[src/rtl/clock_divider_multi_pkg.sv]
// Shared types and constants for the multi-channel divider.
// Default widths, config word layout, control/output bundles.
package clock_divider_multi_pkg;

  localparam int DEF_NUM_CH = 4;
  localparam int DEF_ADD_W  = 16;
  localparam int DEF_SUB_W  = 15;
  localparam int DEF_CNT_W  = 16;

  function automatic int ch_w(input int n);
    return (n > 1) ? $clog2(n) : 1;
  endfunction

  localparam int DEF_CH_W  = ch_w(DEF_NUM_CH);
  localparam int DEF_CFG_W = DEF_ADD_W + DEF_SUB_W + 1;

  typedef struct packed {
    logic                 fractional_mode;
    logic [DEF_SUB_W-1:0] subtractor;
    logic [DEF_ADD_W-1:0] adder;
  } cfg_t;

  typedef struct packed {
    logic [DEF_CH_W-1:0]   select;
    logic                  write_config;
    logic                  write_count;
    cfg_t                  write_data;
    logic [DEF_NUM_CH-1:0] start_mask;
    logic [DEF_NUM_CH-1:0] stop_mask;
    logic [DEF_NUM_CH-1:0] disable_fractional;
  } ctrl_t;

  typedef struct packed {
    cfg_t                  config_data;
    logic [DEF_NUM_CH-1:0] running;
    logic [DEF_NUM_CH-1:0] clock_enable;
    logic [DEF_NUM_CH-1:0] done;
  } out_t;

endpackage

[src/rtl/clock_divider_multi_channel.sv]
// One divider channel: config, burst count, accumulator,
// running flag and registered enable/done pulses.
module clock_divider_channel
  import clock_divider_multi_pkg::*;
#(
  parameter int ADD_WIDTH = DEF_ADD_W,
  parameter int SUB_WIDTH = DEF_SUB_W,
  parameter int CNT_WIDTH = DEF_CNT_W,
  localparam int CFG_W = ADD_WIDTH + SUB_WIDTH + 1,
  localparam int ACC_W = ADD_WIDTH + SUB_WIDTH
) (
  input  logic             clk,
  input  logic             reset_n,
  input  logic             clk_en,
  input  logic             wr_cfg,
  input  logic             wr_cnt,
  input  logic [CFG_W-1:0] wr_data,
  input  logic             start,
  input  logic             stop,
  input  logic             dis_frac,
  output logic [CFG_W-1:0] cfg_out,
  output logic             running,
  output logic             clock_enable,
  output logic             done
);

  logic                 mode_q;
  logic [SUB_WIDTH-1:0] sub_q;
  logic [ADD_WIDTH-1:0] add_q;
  logic [CNT_WIDTH-1:0] cnt_q;
  logic [CNT_WIDTH-1:0] rem_q, rem_d;
  logic [ACC_W-1:0]     acc_q, acc_d;
  logic                 run_d, en_d, done_d, fire;
  logic [ACC_W-1:0]     n_val;
  logic [ADD_WIDTH-1:0] facc;

  assign n_val   = {sub_q, add_q};
  assign facc    = acc_q[ADD_WIDTH-1:0];
  assign cfg_out = {mode_q, sub_q, add_q};

  // Config and count registers; disable_fractional beats a mode write
  always_ff @(posedge clk or negedge reset_n) begin
    if (!reset_n) begin
      mode_q <= 1'b0;
      sub_q  <= '0;
      add_q  <= '0;
      cnt_q  <= '0;
    end else if (clk_en) begin
      if (wr_cfg) begin
        mode_q <= wr_data[CFG_W-1];
        sub_q  <= wr_data[ACC_W-1:ADD_WIDTH];
        add_q  <= wr_data[ADD_WIDTH-1:0];
      end
      if (dis_frac)
        mode_q <= 1'b0;
      if (wr_cnt)
        cnt_q <= wr_data[CNT_WIDTH-1:0];
    end
  end

  // Next-state: start beats stop; accumulator step and burst accounting
  always_comb begin
    acc_d  = acc_q;
    rem_d  = rem_q;
    run_d  = running;
    en_d   = 1'b0;
    done_d = 1'b0;
    fire   = 1'b0;
    if (start) begin
      acc_d = mode_q ? ACC_W'(add_q >> 1) : n_val;
      rem_d = cnt_q;
      run_d = 1'b1;
    end else if (stop) begin
      run_d = 1'b0;
    end else if (running) begin
      if (mode_q) begin
        if (facc[ADD_WIDTH-1]) begin
          acc_d = ACC_W'(facc + add_q);
          fire  = 1'b1;
        end else begin
          acc_d = ACC_W'(facc - ADD_WIDTH'(sub_q));
        end
      end else if (acc_q == '0) begin
        acc_d = n_val;
        fire  = 1'b1;
      end else begin
        acc_d = acc_q - 1'b1;
      end
      if (fire) begin
        en_d = 1'b1;
        if (rem_q == CNT_WIDTH'(1)) begin
          rem_d  = '0;
          run_d  = 1'b0;
          done_d = 1'b1;
        end else if (rem_q != '0) begin
          rem_d = rem_q - 1'b1;
        end
      end
    end
  end

  // Run-state registers, held while clk_en is low
  always_ff @(posedge clk or negedge reset_n) begin
    if (!reset_n) begin
      acc_q        <= '0;
      rem_q        <= '0;
      running      <= 1'b0;
      clock_enable <= 1'b0;
      done         <= 1'b0;
    end else if (clk_en) begin
      acc_q        <= acc_d;
      rem_q        <= rem_d;
      running      <= run_d;
      clock_enable <= en_d;
      done         <= done_d;
    end
  end

endmodule

[src/rtl/clock_divider_multi.sv]
// NUM_CH independent dividers behind one control port;
// select decode and config readback live here.
module clock_divider_multi
  import clock_divider_multi_pkg::*;
#(
  parameter int NUM_CH    = DEF_NUM_CH,
  parameter int ADD_WIDTH = DEF_ADD_W,
  parameter int SUB_WIDTH = DEF_SUB_W,
  parameter int CNT_WIDTH = DEF_CNT_W,
  localparam int CH_W  = ch_w(NUM_CH),
  localparam int CFG_W = ADD_WIDTH + SUB_WIDTH + 1
) (
  input  logic              clk,
  input  logic              clk__enable,
  input  logic              reset_n,
  input  logic [CH_W-1:0]   divider_control__select,
  input  logic              divider_control__write_config,
  input  logic              divider_control__write_count,
  input  logic [CFG_W-1:0]  divider_control__write_data,
  input  logic [NUM_CH-1:0] divider_control__start_mask,
  input  logic [NUM_CH-1:0] divider_control__stop_mask,
  input  logic [NUM_CH-1:0] divider_control__disable_fractional,
  output logic [CFG_W-1:0]  divider_output__config_data,
  output logic [NUM_CH-1:0] divider_output__running,
  output logic [NUM_CH-1:0] divider_output__clock_enable,
  output logic [NUM_CH-1:0] divider_output__done
);

  logic [CFG_W-1:0] cfg_arr [NUM_CH];
  logic [NUM_CH-1:0] hit;

  for (genvar i = 0; i < NUM_CH; i++) begin : g_ch
    assign hit[i] = (divider_control__select == CH_W'(i));

    clock_divider_channel #(
      .ADD_WIDTH (ADD_WIDTH),
      .SUB_WIDTH (SUB_WIDTH),
      .CNT_WIDTH (CNT_WIDTH)
    ) u_ch (
      .clk          (clk),
      .reset_n      (reset_n),
      .clk_en       (clk__enable),
      .wr_cfg       (divider_control__write_config & hit[i]),
      .wr_cnt       (divider_control__write_count & hit[i]),
      .wr_data      (divider_control__write_data),
      .start        (divider_control__start_mask[i]),
      .stop         (divider_control__stop_mask[i]),
      .dis_frac     (divider_control__disable_fractional[i]),
      .cfg_out      (cfg_arr[i]),
      .running      (divider_output__running[i]),
      .clock_enable (divider_output__clock_enable[i]),
      .done         (divider_output__done[i])
    );
  end

  // Readback mux; an unmatched select reads as zero
  always_comb begin
    divider_output__config_data = '0;
    for (int i = 0; i < NUM_CH; i++)
      if (hit[i])
        divider_output__config_data = cfg_arr[i];
  end

endmodule

[config.mk]
export PLATFORM = sky130hd
export DESIGN_NAME = clock_divider_multi
export DESIGN_NICKNAME = d
export VERILOG_FILES = /design/src/rtl/clock_divider_multi_pkg.sv /design/src/rtl/clock_divider_multi_channel.sv /design/src/rtl/clock_divider_multi.sv
export SDC_FILE = /design/constraint.sdc
export NUM_CORES = 1
export LEC_CHECK = 0
export CORE_UTILIZATION = 35
export CTS_CLUSTER_DIAMETER = 150
export CTS_CLUSTER_SIZE = 20
export DETAILED_ROUTE_END_ITERATION = 12
export HOLD_SLACK_MARGIN = 0.1
export PLACE_DENSITY = 0.48
export SETUP_SLACK_MARGIN = 0.02
export SYNTH_ARGS = -nofsm -noshare
export SYNTH_HDL_FRONTEND = slang
export SYNTH_SLANG_ARGS = --single-unit
[constraint.sdc]
create_clock -name clk -period 4.9 [get_ports clk]
set_input_delay 1.47 -clock clk [delete_from_list [all_inputs] [get_ports clk]]
set_output_delay 1.47 -clock clk [all_outputs]
set_load 0.02 [all_outputs]
==> impl_metrics.json <==
{
  "status": "finished, final reports clean",
  "grt_usage": 0.254,
  "cts_resized": 0,
  "cts_setup_buffers": 0,
  "synthArstFlopShare": 1.00,
  "max_slew_margin": 0.145,
  "critical_path.endpoint_type": "output pin",
  "num-fill-cells": 8002,
  "syn_nets": 3348,
  "clockBufferDepth": 3,
  "hold_slack_ns": 0.492,
  "cts_hold_repair.buffers": 0,
  "syn_inst": 3149,
  "routabilityCongestion": 0.941,
  "p_leak_nw": 12.3,
  "seq_area_um2": 9810,
  "period_share": 0.950,
  "multi_input_comb_area_um2": 17600,
  "dieHeight_um": 287,
  "min-delay-path-class": "register to register",
  "numPortBuffers": 94,
  "area_growth_pct": 9.75,
  "syn_area_um2": 28500,
  "grt_overflow": 0,
  "slowest_delay_ns": 0.56,
  "fp-row-count": 104,
  "crit_path_start_kind": "input port",
  "rsz0062_at_grt": "false",
  "dp_cells": 4193,
  "routed_wl_mm": 106,
  "hpwl_mm": 78.3,
  "grt_antenna_before_repair": 13,
  "wire_per_inst_um": 25.0,
  "core_um2": 80500,
  "setup.worst_path.class": "input port to output pin",
  "hold_viol": 0,
  "crit_arrival_ns": 3.19,
  "ant_nets": 0,
  "die_x_um": 287,
  "mostFrequentLayoutCell": "dfrtp_1",
  "clk_latency_ns": 0.59,
  "numCtsBuffers": 23,
  "synth_area_leaders": "dfrtp_1 (34%), mux2_2 (7.8%), ha_1 (6.1%), o21ai_0 (4.7%), mux4_2 (3.6%)",
  "path_clk_slew_ns": 0.08,
  "min_period_ns": 4.66,
  "cp_cell_sequence": "buf_2 -> buf_4 -> mux4_2 -> clkdlybuf4s50_1",
  "yosys_warnings": 0,
  "avgSynthCellArea_um2": 9.05,
  "cts_tree": "built",
  "clock_sinks": 392,
  "drtIter0Drc": 2292,
  "max-vdd-ir-drop_mv": 0.258,
  "vias_per_cell": 6.03,
  "cts_root_buffer": "clkbuf_16",
  "vias": 25500,
  "htreeDepth": 1,
  "grt_max_degree": 79,
  "required_ns": 3.43,
  "crit_path_top_delay_cell": "clkdlybuf4s50_1",
  "drive_above_1_share": 0.125,
  "netlist-cell-type-count": 92,
  "yosysSeqAreaShare": 0.344,
  "tightestPinTransition_ns": 1.26,
  "synth.top_cell.area_share": 0.344,
  "finalNetCount": 3357,
  "drcViolationCount": 0,
  "io_pins": 95,
  "synthFlopType": "dfrtp_1",
  "finalNonFillerCells": 4223,
  "grt_pass1_wl_mm": 160,
  "final_cell_mix": "dfrtp_1 (390), nor2_1 (274), nand2_1 (269), o21ai_0 (264), mux2_2 (198)",
  "synth_edf_count": 0,
  "start_util": 0.354,
  "finalSetupTns_ns": 0,
  "max_cap_violations": 0,
  "slew_viol_final": 0,
  "ys_seq_elements": 392,
  "drtPass1Iterations": 5,
  "p_per_area_nw_per_um2": 468,
  "clock_skew_ns": 0.0327,
  "grt_pass1_vias": 24500,
  "setup_violations": 0,
  "dieArea_um2": 82500,
  "fmax_ghz": 0.215,
  "yosys.area.top_type": "dfrtp_1",
  "crit_fanout": 14
}
==> cells in the mapped netlist, types with 31 or more instances <==
master,number
mux2i_1,34
nand3_1,60
inv_1,113
a21oi_1,178
nand2_1,269
ha_1,140
nor2_1,276
dfrtp_1,392
nor4_1,42
xnor2_1,112
nand2b_1,35
o21ai_0,267
nor3_1,101
o211ai_1,40
a31oi_1,44
mux4_2,46
xor2_1,54
a211oi_1,73
or4_1,31
clkbuf_1,131
mux2_2,198
==> registers in the layout, indices dropped and copies added (netlist names) <==
name	flops
g_ch.u_ch.cnt_q	64
g_ch.u_ch.done	4
g_ch.u_ch.add_q	64
g_ch.u_ch.running	4
g_ch.u_ch.mode_q	4
g_ch.u_ch.rem_q	64
g_ch.u_ch.acc_q	124
g_ch.u_ch.sub_q	60
g_ch.u_ch.clock_enable	4
==> worst paths after layout <==
kind	from	endpoint	slack [ns]	depth (start not counted)
setup / recovery	divider_control__select[1]	divider_output__config_data[4]	0.24	4
hold / removal	g_ch[3].u_ch.cnt_q[3]	g_ch[3].u_ch.rem_q[3]	0.49	2
setup reg to reg	g_ch[0].u_ch.acc_q[0]	g_ch[0].u_ch.acc_q[28]	1.12	11
hold reg to reg	g_ch[3].u_ch.cnt_q[3]	g_ch[3].u_ch.rem_q[3]	0.49	2
max in group asynchronous	reset_n	g_ch[1].u_ch.cnt_q[15]	3.06	2
min in group asynchronous	reset_n	g_ch[1].u_ch.acc_q[5]	0.93	1
==> power breakdown <==
part           leakage (nW)  total [W]  switching [W]  internal, W
logic                  7.34    0.00710        0.00388      0.00322
registers              4.70    0.00547        0.00145      0.00402
clock network         0.294    0.00205        0.00120     0.000850
==> critical path: cells and delay by family <==
kind                   cells  cell delay [ns]
buffers and inverters      3             1.33
muxes                      1             0.35
==> per-stage QoR <==
stage | area, um^2 | setup WS, ns | power [W] | utilization
after floorplan | 28500 | 0.450 | 0.0102 | -
after global placement | 30700 | 0.321 | 0.0123 | 0.381
after detailed placement | 30700 | 0.254 | 0.0125 | 0.381
after CTS | 31300 | 0.248 | 0.0146 | 0.388
after global routing | 31300 | 0.217 | 0.0157 | 0.388
final | 31300 | 0.244 | 0.0146 | 0.388
==> area by class of cell <==
cell class	count	area share
multi-input combinational	2462	0.562
tap	1060	0.0424
clock inverter	2	0.000560
clock buffer	24	0.0185
antenna	4	0.000320
sequential	392	0.314
timing repair buffer	165	0.0491
inverter	114	0.0137
==> cell families (layout without fill, tap and decap cells) <==
| logic type | count (synthesis) | count (layout) | share of synthesized area |
|---|---|---|---|
| compound gates | 897 | 897 | 0.203 |
| xor+xnor | 166 | 166 | 0.0510 |
| fa+ha+maj | 148 | 148 | 0.0671 |
| buf+inv | 295 | 305 | 0.0411 |
| flops | 392 | 392 | 0.344 |
| mux | 278 | 278 | 0.127 |
| other cells | 0 | 4 | 0 |
| simple gates | 973 | 973 | 0.167 |
==> per-layer routing <==
metal	GRT usage	up-vias	part of all wire
met5	0	-	0.00019
li1	-	11700	-
met3	0.0367	134	0.068
met1	0.361	12800	0.45
met4	0.0695	2	0.028
met2	0.400	881	0.45
Power figures use the tool's default switching activity.
